--- src/rtl/decompressor.sv ---
// Sparse-activation decompressor: fetches compressed words one request at a time
// and expands each (header mask + packed nonzeros) into a dense FIFO packet.

module decompressor_lane #(
    parameter int N  = 7,
    parameter int CW = 3
) (
    input  logic                en,
    input  logic [CW-1:0]       rank,
    input  logic [N-1:0][7:0]   vals,
    output logic [7:0]          elem
);
    // rank is the count of set mask bits below this lane, i.e. which packed byte it owns
    always_comb begin
        elem = 8'h00;
        if (en) begin
            for (int j = 0; j < N; j++) begin
                if (rank == CW'(j)) elem = vals[j];
            end
        end
    end
endmodule

module decompressor #(
    parameter int MEM_BANDWIDTH          = 8,
    parameter int DECOMRPESS_FIFO_PACKET = 4 + (MEM_BANDWIDTH - 1) * 8
) (
    input  logic                              clk,
    input  logic                              rst_n,
    input  logic                              global_buffer_req,
    input  logic [MEM_BANDWIDTH*8-1:0]        mem_data,
    input  logic                              mem_data_valid,
    input  logic                              mem_ack,
    input  logic                              start,
    input  logic [1:0]                        layer_type_in,
    output logic                              decompressor_ack,
    output logic                              mem_req,
    output logic [DECOMRPESS_FIFO_PACKET-1:0] decompress_fifo_packet
);
    localparam int N  = MEM_BANDWIDTH - 1;
    localparam int CW = $clog2(N + 1);

    typedef enum logic [1:0] {LT_CONV, LT_DEPTHWISE, LT_FC, LT_RSVD} layer_type_e;
    typedef enum logic [1:0] {S_IDLE, S_REQ, S_WAIT} state_e;

    typedef struct packed {
        logic               valid;
        logic               last;
        layer_type_e        layer_type;
        logic [N-1:0][7:0]  data;
    } pkt_t;

    state_e             state;
    layer_type_e        lt_q;
    pkt_t               pkt;

    logic [7:0]         hdr;
    logic [N-1:0]       mask;
    logic               hdr_last;
    logic [N-1:0][7:0]  vals;
    logic [N-1:0][CW-1:0] rank;
    logic [N-1:0][7:0]  dense;
    logic               accept;
    logic               take;

    assign hdr      = mem_data[7:0];
    assign mask     = hdr[N-1:0];
    assign hdr_last = hdr[7];
    assign vals     = mem_data[MEM_BANDWIDTH*8-1:8];

    always_comb begin
        logic [CW-1:0] acc;
        acc = '0;
        for (int i = 0; i < N; i++) begin
            rank[i] = acc;
            acc     = acc + CW'(mask[i]);
        end
    end

    for (genvar i = 0; i < N; i++) begin : g_lane
        decompressor_lane #(.N(N), .CW(CW)) u_lane (
            .en   (mask[i]),
            .rank (rank[i]),
            .vals (vals),
            .elem (dense[i])
        );
    end

    // The buffer's claim masks the handshake even if the registered request is still high.
    assign accept = (state == S_REQ) && mem_req && mem_ack && !global_buffer_req;
    assign take   = mem_data_valid && ((state == S_WAIT) || accept);

    always_ff @(posedge clk or posedge rst_n) begin
        if (rst_n) begin
            state            <= S_IDLE;
            lt_q             <= LT_CONV;
            mem_req          <= 1'b0;
            decompressor_ack <= 1'b0;
            pkt              <= '0;
        end else begin
            pkt.valid        <= 1'b0;
            pkt.last         <= 1'b0;
            decompressor_ack <= 1'b0;
            case (state)
                S_IDLE: begin
                    if (start) begin
                        lt_q    <= layer_type_e'(layer_type_in);
                        state   <= S_REQ;
                        mem_req <= !global_buffer_req;
                    end
                end
                S_REQ: begin
                    if (accept) begin
                        state   <= S_WAIT;
                        mem_req <= 1'b0;
                    end else begin
                        mem_req <= !global_buffer_req;
                    end
                end
                S_WAIT: ;
                default: begin
                    state   <= S_IDLE;
                    mem_req <= 1'b0;
                end
            endcase
            // Data arriving with the ack is consumed directly, skipping WAIT.
            if (take) begin
                pkt.valid        <= 1'b1;
                pkt.last         <= hdr_last;
                pkt.layer_type   <= lt_q;
                pkt.data         <= dense;
                decompressor_ack <= hdr_last;
                state            <= hdr_last ? S_IDLE : S_REQ;
                mem_req          <= !hdr_last && !global_buffer_req;
            end
        end
    end

    assign decompress_fifo_packet = pkt;
endmodule

--- config.mk ---
export PLATFORM = sky130hd
export DESIGN_NAME = decompressor
export DESIGN_NICKNAME = d
export VERILOG_FILES = /design/src/rtl/decompressor.sv
export SDC_FILE = /design/constraint.sdc
export NUM_CORES = 1
export LEC_CHECK = 0
export ABC_CLOCK_PERIOD_IN_PS = 2600
export CAP_MARGIN = 30
export CORE_MARGIN = 10
export CORE_UTILIZATION = 42
export DETAILED_ROUTE_END_ITERATION = 6
export GPL_TIMING_DRIVEN = 0
export PLACE_DENSITY = 0.75
export REMOVE_ABC_BUFFERS = 1
export SETUP_SLACK_MARGIN = 0.5
export SLEW_MARGIN = 10
export SYNTH_ARGS = -nofsm -noshare
export SYNTH_HDL_FRONTEND = slang
export SYNTH_HIERARCHICAL = 1
export SYNTH_SLANG_ARGS = --single-unit
--- constraint.sdc ---
create_clock -name clk -period 2.6 [get_ports clk]
set_clock_uncertainty 0.15 [all_clocks]
set_input_delay 0.78 -clock clk [delete_from_list [all_inputs] [get_ports clk]]
set_output_delay 0.78 -clock clk [all_outputs]
set_load 0.02 [all_outputs]
# [Yosys cells after proc, flatten, opt, wreduce, memory -nomap -nowiden]
# Index checks and enable logic that the tools add are counted.
[totals] regBits=66 latchBits=0 mem_bits_rw=0 rom_bits=0 inputBits=72 out_inout_bits=62 wordCells=127 n_memories=0
[op_classes] n_addsub=5 mul=0 div_mod_pow=0 magnitude_cmp=0 n_eq_ne=35 shifts=0 muxes=55 bitwise=0 reduce_logical=18
[ops] cell="8-bit two-way mux" n=44
[ops] cell="60-bit two-way mux" n=1
[ops] cell="3-bit == test (second input constant)" n=12
[ops] cell="3-bit by 2-bit == test with 1-bit output (second input constant)" n=8
[ops] cell="3-bit zero test" n=6
[ops] cell="3-bit by 1-bit == test with 1-bit output (second input constant)" n=4
[ops] cell="3-bit by 1-bit adder with 3-bit output" n=3
[ops] cell="2-bit by 3-bit == test with 1-bit output (second input constant)" n=3
[ops] cell="2-bit == test (second input constant)" n=3
[ops] cell="2-bit two-way mux" n=3
[ops] cell="3-bit != test (second input constant)" n=2
[ops] cell="2-bit one-hot mux with 3 select lines" n=1
[ops] cell="1-bit logical AND" n=5
[ops] cell="1-bit two-way mux" n=5
[ops] cell="2-bit by 1-bit == test with 1-bit output (second input constant)" n=2
[ops] cell="2-bit AND reduction" n=2
[ops] cell="2-bit by 1-bit adder with 3-bit output" n=1
[ops] cell="1-bit one-hot mux with 3 select lines" n=1
[ops] cell="3-bit AND reduction" n=1
[ops] cell="1-bit by 1-bit adder with 2-bit output" n=1
[ops] cell="1-bit zero test" n=2
[ops] cell="2-bit zero test" n=1
[ops] cell="2-bit != test (second input constant)" n=1
[ops] cell="1-bit logical OR" n=1

# [Longest topological paths before layout]
[depth] ltp_word=15 mapped_depth=16

# [Hierarchy]
# Netlist, hierarchy kept.
[by_module_without_submodules] mod="decompressor_lane" n_inst=7 cells_each=87 area_per_inst_um2=631.9 seq_area_each_um2=0.0
[by_module_without_submodules] mod="decompressor" n_inst=1 cells_each=408 area_per_inst_um2=3982.6 seq_area_each_um2=1626.6

# [Worst setup path before layout]
# Ideal clock, no wire load.
[synth_timing] path_type="input -> register" from="in mem_data[0]" to="reg pkt, in the netlist decompress_fifo_packet[48]" arrival_ps=4022 setup_slack_ps=-1714 stages=15 path_cell_list="inv_1 > fa_1 > inv_1 > ha_1 > fa_1 > ha_1 > xor2_1 > xor2_1 > buf_4 > buf_2 > nand2_1 > o21ai_0 > a31oi_1 > o32ai_1 > a211oi_1"
[synth_rtl] item="start, declared" line_no="31" source="input logic [MEM_BANDWIDTH*8-1:0] mem_data,"
[synth_rtl] item="end, declared" line_no="55" source="pkt_t pkt;"

==> results by group <==
Run status
  – Status: complete, but fails checks
  – Failing checks: setup timing

Cells and area
  – Nets: roughly 1,300
  – ANT cells: 0
  – Filler cells: 1,652
  – Area delta synth->final: 36.5%
  – Share of layout cells above drive strength 1: roughly a third

Setup path
  – Reg2reg setup slack: about 0.15 ns
  – Crit-path cells: buf_12, inv_4, fa_2, clkinvlp_4, ha_4, fa_2, ha_4, xor2_4, buf_8, xor2_4, buf_8, nor2_4, a32oi_1, a22o_1, a31oi_2, o32ai_1, a211oi_2
  – Data required, critical path: between 2 and 3 ns
  – Crit. End Element: register
  – CP arrival: between 4 and 5 ns
  – Crit start category: input port
  – CP Max Fanout: 6
  – CP peak stage delay: 0.61 ns
  – Setup CP Type: in2reg
  – Slowest-stage cell, CP: fa_2

Die
  – DIE AREA: approximately 0.026 mm²
  – Initial core utilization: between 40% and 50%
  – Die Wd: 161 µm
  – I/O Pins: 134
  – Core ar.: just under 0.02 mm²
  – Die Y: approximately 160 µm
  – Row count: slightly above 50

Synthesis
  – EDFF count, synth: 0
  – Syn Area/Cell: about 8.3 µm²
  – Flops & latches, synth: 65
  – Cell variety after synth: 45
  – Synthesized area: between 0.008 and 0.009 mm²
  – Primary FF master, synth: dfrtp_1
  – XOR/XNOR Fraction of Synth Area: less than 1%
  – Compound-Gate Fraction of Synth Area: a little under a third
  – Synth Area in Adders: around 1.7%
  – Register area share after synthesis: roughly 19%
  – Asr flop ratio synth: 100%
  – Main combinational cell family by area after synthesis: compound AO/OA/AOI/OAI gates
  – Multiplexer share of the synthesized area: approximately an eighth
  – Synth Warn #: 6
  – Cells after synthesis: 1,017
  – Simple-gate area share of the yosys netlist: 26.3%

Timing
  – Fmax: 228 MHz
  – Tmin final: between 4 and 5 ns
  – Pins Over Slew Limit: 0
  – Crit share post-route: 169%
  – Final Hold Fails: 0
  – Hold_ws: between 0.3 and 0.4 ns
  – Unrepaired setup endpoints after global routing: yes
  – Final WS setup: -1.79 ns
  – Relative slew slack: a little under two fifths
  – Final setup vio count: 33
  – Slew @ Worst Pin: 0.936 ns

Clock network
  – Cts bufs inserted: 9
  – CTS sink cnt: 65
  – CTS tree: yes
  – Deepest clock path buffer count: 2
  – Worst skew pair latency: about 0.36 ns
  – CTS H-tree depth: 3
  – CTS root buffer: clkbuf_16
  – CTS clock-pin slew for the worst setup and hold paths: about 0.060 ns

Detailed routing
  – First-pass detailed-route iteration total: 5
  – Via-to-Cell Ratio: 6.83
  – Routed wire length per instance: 24.9 µm
  – Vias: roughly 9,900
  – Antenna viol nets, final: 0
  – DRC Markers: 0
  – Final WL: 36,200 µm
  – Starting DRT DRC Count: approximately 1,400

Min path
  – Min-delay worst type: reg2reg

Place
  – GP Congestion: 0.955
  – Number of port buffers: about 130
  – Post-place setup slack: -4.76 ns
  – DP HPWL: between 20,000 and 25,000 µm

Global route
  – GRT Total Usage: about 26%
  – Initial antenna violation count: 1
  – Vias in the first global route: around 9,200
  – Gr ovfl total: 0
  – Largest net degree at the start of global routing: 87
  – First-pass GRT wire length: approximately 54,000 µm

Power
  – Power Density: 748 mW/mm²
  – Design Power: around 8.6 mW
  – Peak VDD IR: a little over 0.4 mV
  – Lkg Pwr: ~4.7 nW

Flow run
  – Total of max-cap violations: 0
-- synth_stat cells (2+ instances only) --
master	number	area, µm²
a211oi_1	39	293
a211oi_2	14	175
a21oi_1	55	275
a221oi_1	7	61.3
a22o_1	56	490
a31oi_1	35	219
a32o_1	7	70.1
a32oi_1	35	307
and2b_1	7	52.6
and2b_2	7	61.3
buf_1	6	22.5
buf_12	7	140
buf_2	16	80.1
buf_4	15	113
buf_6	9	101
buf_8	7	105
clkbuf_1	32	120
dfrtp_1	65	1630
fa_1	2	40.0
ha_1	8	100
inv_1	15	56.3
mux2_1	14	158
mux2_2	45	507
mux2_4	19	285
mux2i_1	15	150
nand2_1	50	188
nand2b_1	50	313
nand3_1	44	220
nand3b_1	47	353
nor2_1	69	259
nor2_2	7	43.8
nor2_4	7	78.8
nor2b_1	22	138
nor3b_1	2	15.0
o21ai_0	46	230
o22ai_1	15	93.8
o32ai_1	39	342
or2_2	74	463
xor2_1	2	17.5
-- critical path, delay by kind of cell --
family                   cells  cell delay [ns]
adder cells (fa/ha/maj)      4             1.58
AO/OA/AOI/OAI                5             0.95
buffers and inverters        5             0.58
XOR/XNOR                     2             0.49
AND/OR/NAND/NOR              1             0.06
-- repair_timing --
item                       CTS  global route
cloned                       4             1
setup buffers               65            18
pin swaps                  112            43
resized for setup          228            57
hold buffers                 0             0
setup endpoints to repair  122            60
-- layout by cell type (no fill, tap or decap), types with 9 or more instances in the layout --
cell | synthesis | routed
o32ai_1 | 39 | 35
clkbuf_16 | 0 | 10
nand2_1 | 50 | 43
nor2_4 | 7 | 12
a211oi_2 | 14 | 21
nand3b_1 | 47 | 47
or2_2 | 74 | 69
dlygate4sd2_1 | 0 | 77
a32oi_1 | 35 | 34
mux2_4 | 19 | 25
mux2_2 | 45 | 40
dfrtp_1 | 65 | 63
nand2b_1 | 50 | 47
nor2_1 | 69 | 69
buf_4 | 15 | 40
a31oi_1 | 35 | 19
nand3_1 | 44 | 42
conb_1 | 1 | 18
o21ai_0 | 46 | 41
mux2i_1 | 15 | 15
a31oi_2 | 0 | 9
a22o_1 | 56 | 56
nor2b_1 | 22 | 14
inv_1 | 15 | 11
clkdlybuf4s50_1 | 0 | 50
mux2_1 | 14 | 13
buf_12 | 7 | 9
o22ai_1 | 15 | 12
a21oi_1 | 55 | 51
buf_6 | 9 | 32
a211oi_1 | 39 | 30
-- power by group --
group,switching (mW),internal [mW]
Sequential,0.392,1.39
Clock,0.542,0.869
Combinational,2.80,2.59
Total,3.74,4.85
-- registers in the layout, summed over array words and instances (netlist names) --
name                    flops
decompressor_ack            1
decompress_fifo_packet     59
lt_q                        2
state                       2
mem_req                     1
-- metal layers --
metal / vias up / wire length, µm / GRT usage, % / share of wire [%]
met5: - / 0 / 0 / 0
met4: 0 / 1850 / 11.0 / 5.1
met3: 200 / 4540 / 7.35 / 13
met2: 806 / 15600 / 38.9 / 43
met1: 4726 / 14200 / 33.5 / 39
li1: 4172 / - / - / -
-- worst paths after layout --
path                                       startpoint                         end  cells past startpoint
setup / recovery                          mem_data[2]  decompress_fifo_packet[53]                     17
hold / removal             decompress_fifo_packet[29]  decompress_fifo_packet[29]                      1
setup reg to reg                             state[1]  decompress_fifo_packet[53]                      4
max in group asynchronous                       rst_n                    state[0]                      3
min in group asynchronous                       rst_n  decompress_fifo_packet[25]                      2
hold reg to reg            decompress_fifo_packet[29]  decompress_fifo_packet[29]                      1
-- cell type report --
class	count	area [µm²]	share of cell area (%)
flip-flops and latches	65	1630	14.2
clock buffers	10	239	2.08
clock inverters	6	90.1	0.785
well taps	265	332	2.89
repair inverters	1	7.51	0.0654
repair buffers	226	2370	20.6
multi-input cells	862	6740	58.7
inverters	15	65.1	0.567
-- per-stage QoR --
step | cell area (µm²) | TNS (ns) | std cells | utilization, %
finish | 11500 | -41.66 | 1450 | 58.6
global route | 11500 | -42.63 | 1450 | 58.6
CTS | 11100 | -36.02 | 1431 | 56.4
detailed placement | 9590 | -123.62 | 1346 | 49.0
global placement | 9450 | -326.67 | 1339 | 48.2
floorplan | 7780 | -73.81 | 941 | -
-- logic make-up (layout without fill, tap and decap cells) --
| kind of cell | count (synthesis) | in the layout |
|---|---|---|
| mux | 93 | 93 |
| other cells | 1 | 18 |
| buf+inv | 108 | 258 |
| fa+ha+maj | 10 | 10 |
| compound gates | 349 | 350 |
| flops | 65 | 65 |
| xor+xnor | 2 | 2 |
| simple gates | 389 | 389 |
Power figures use the tool's default switching activity.
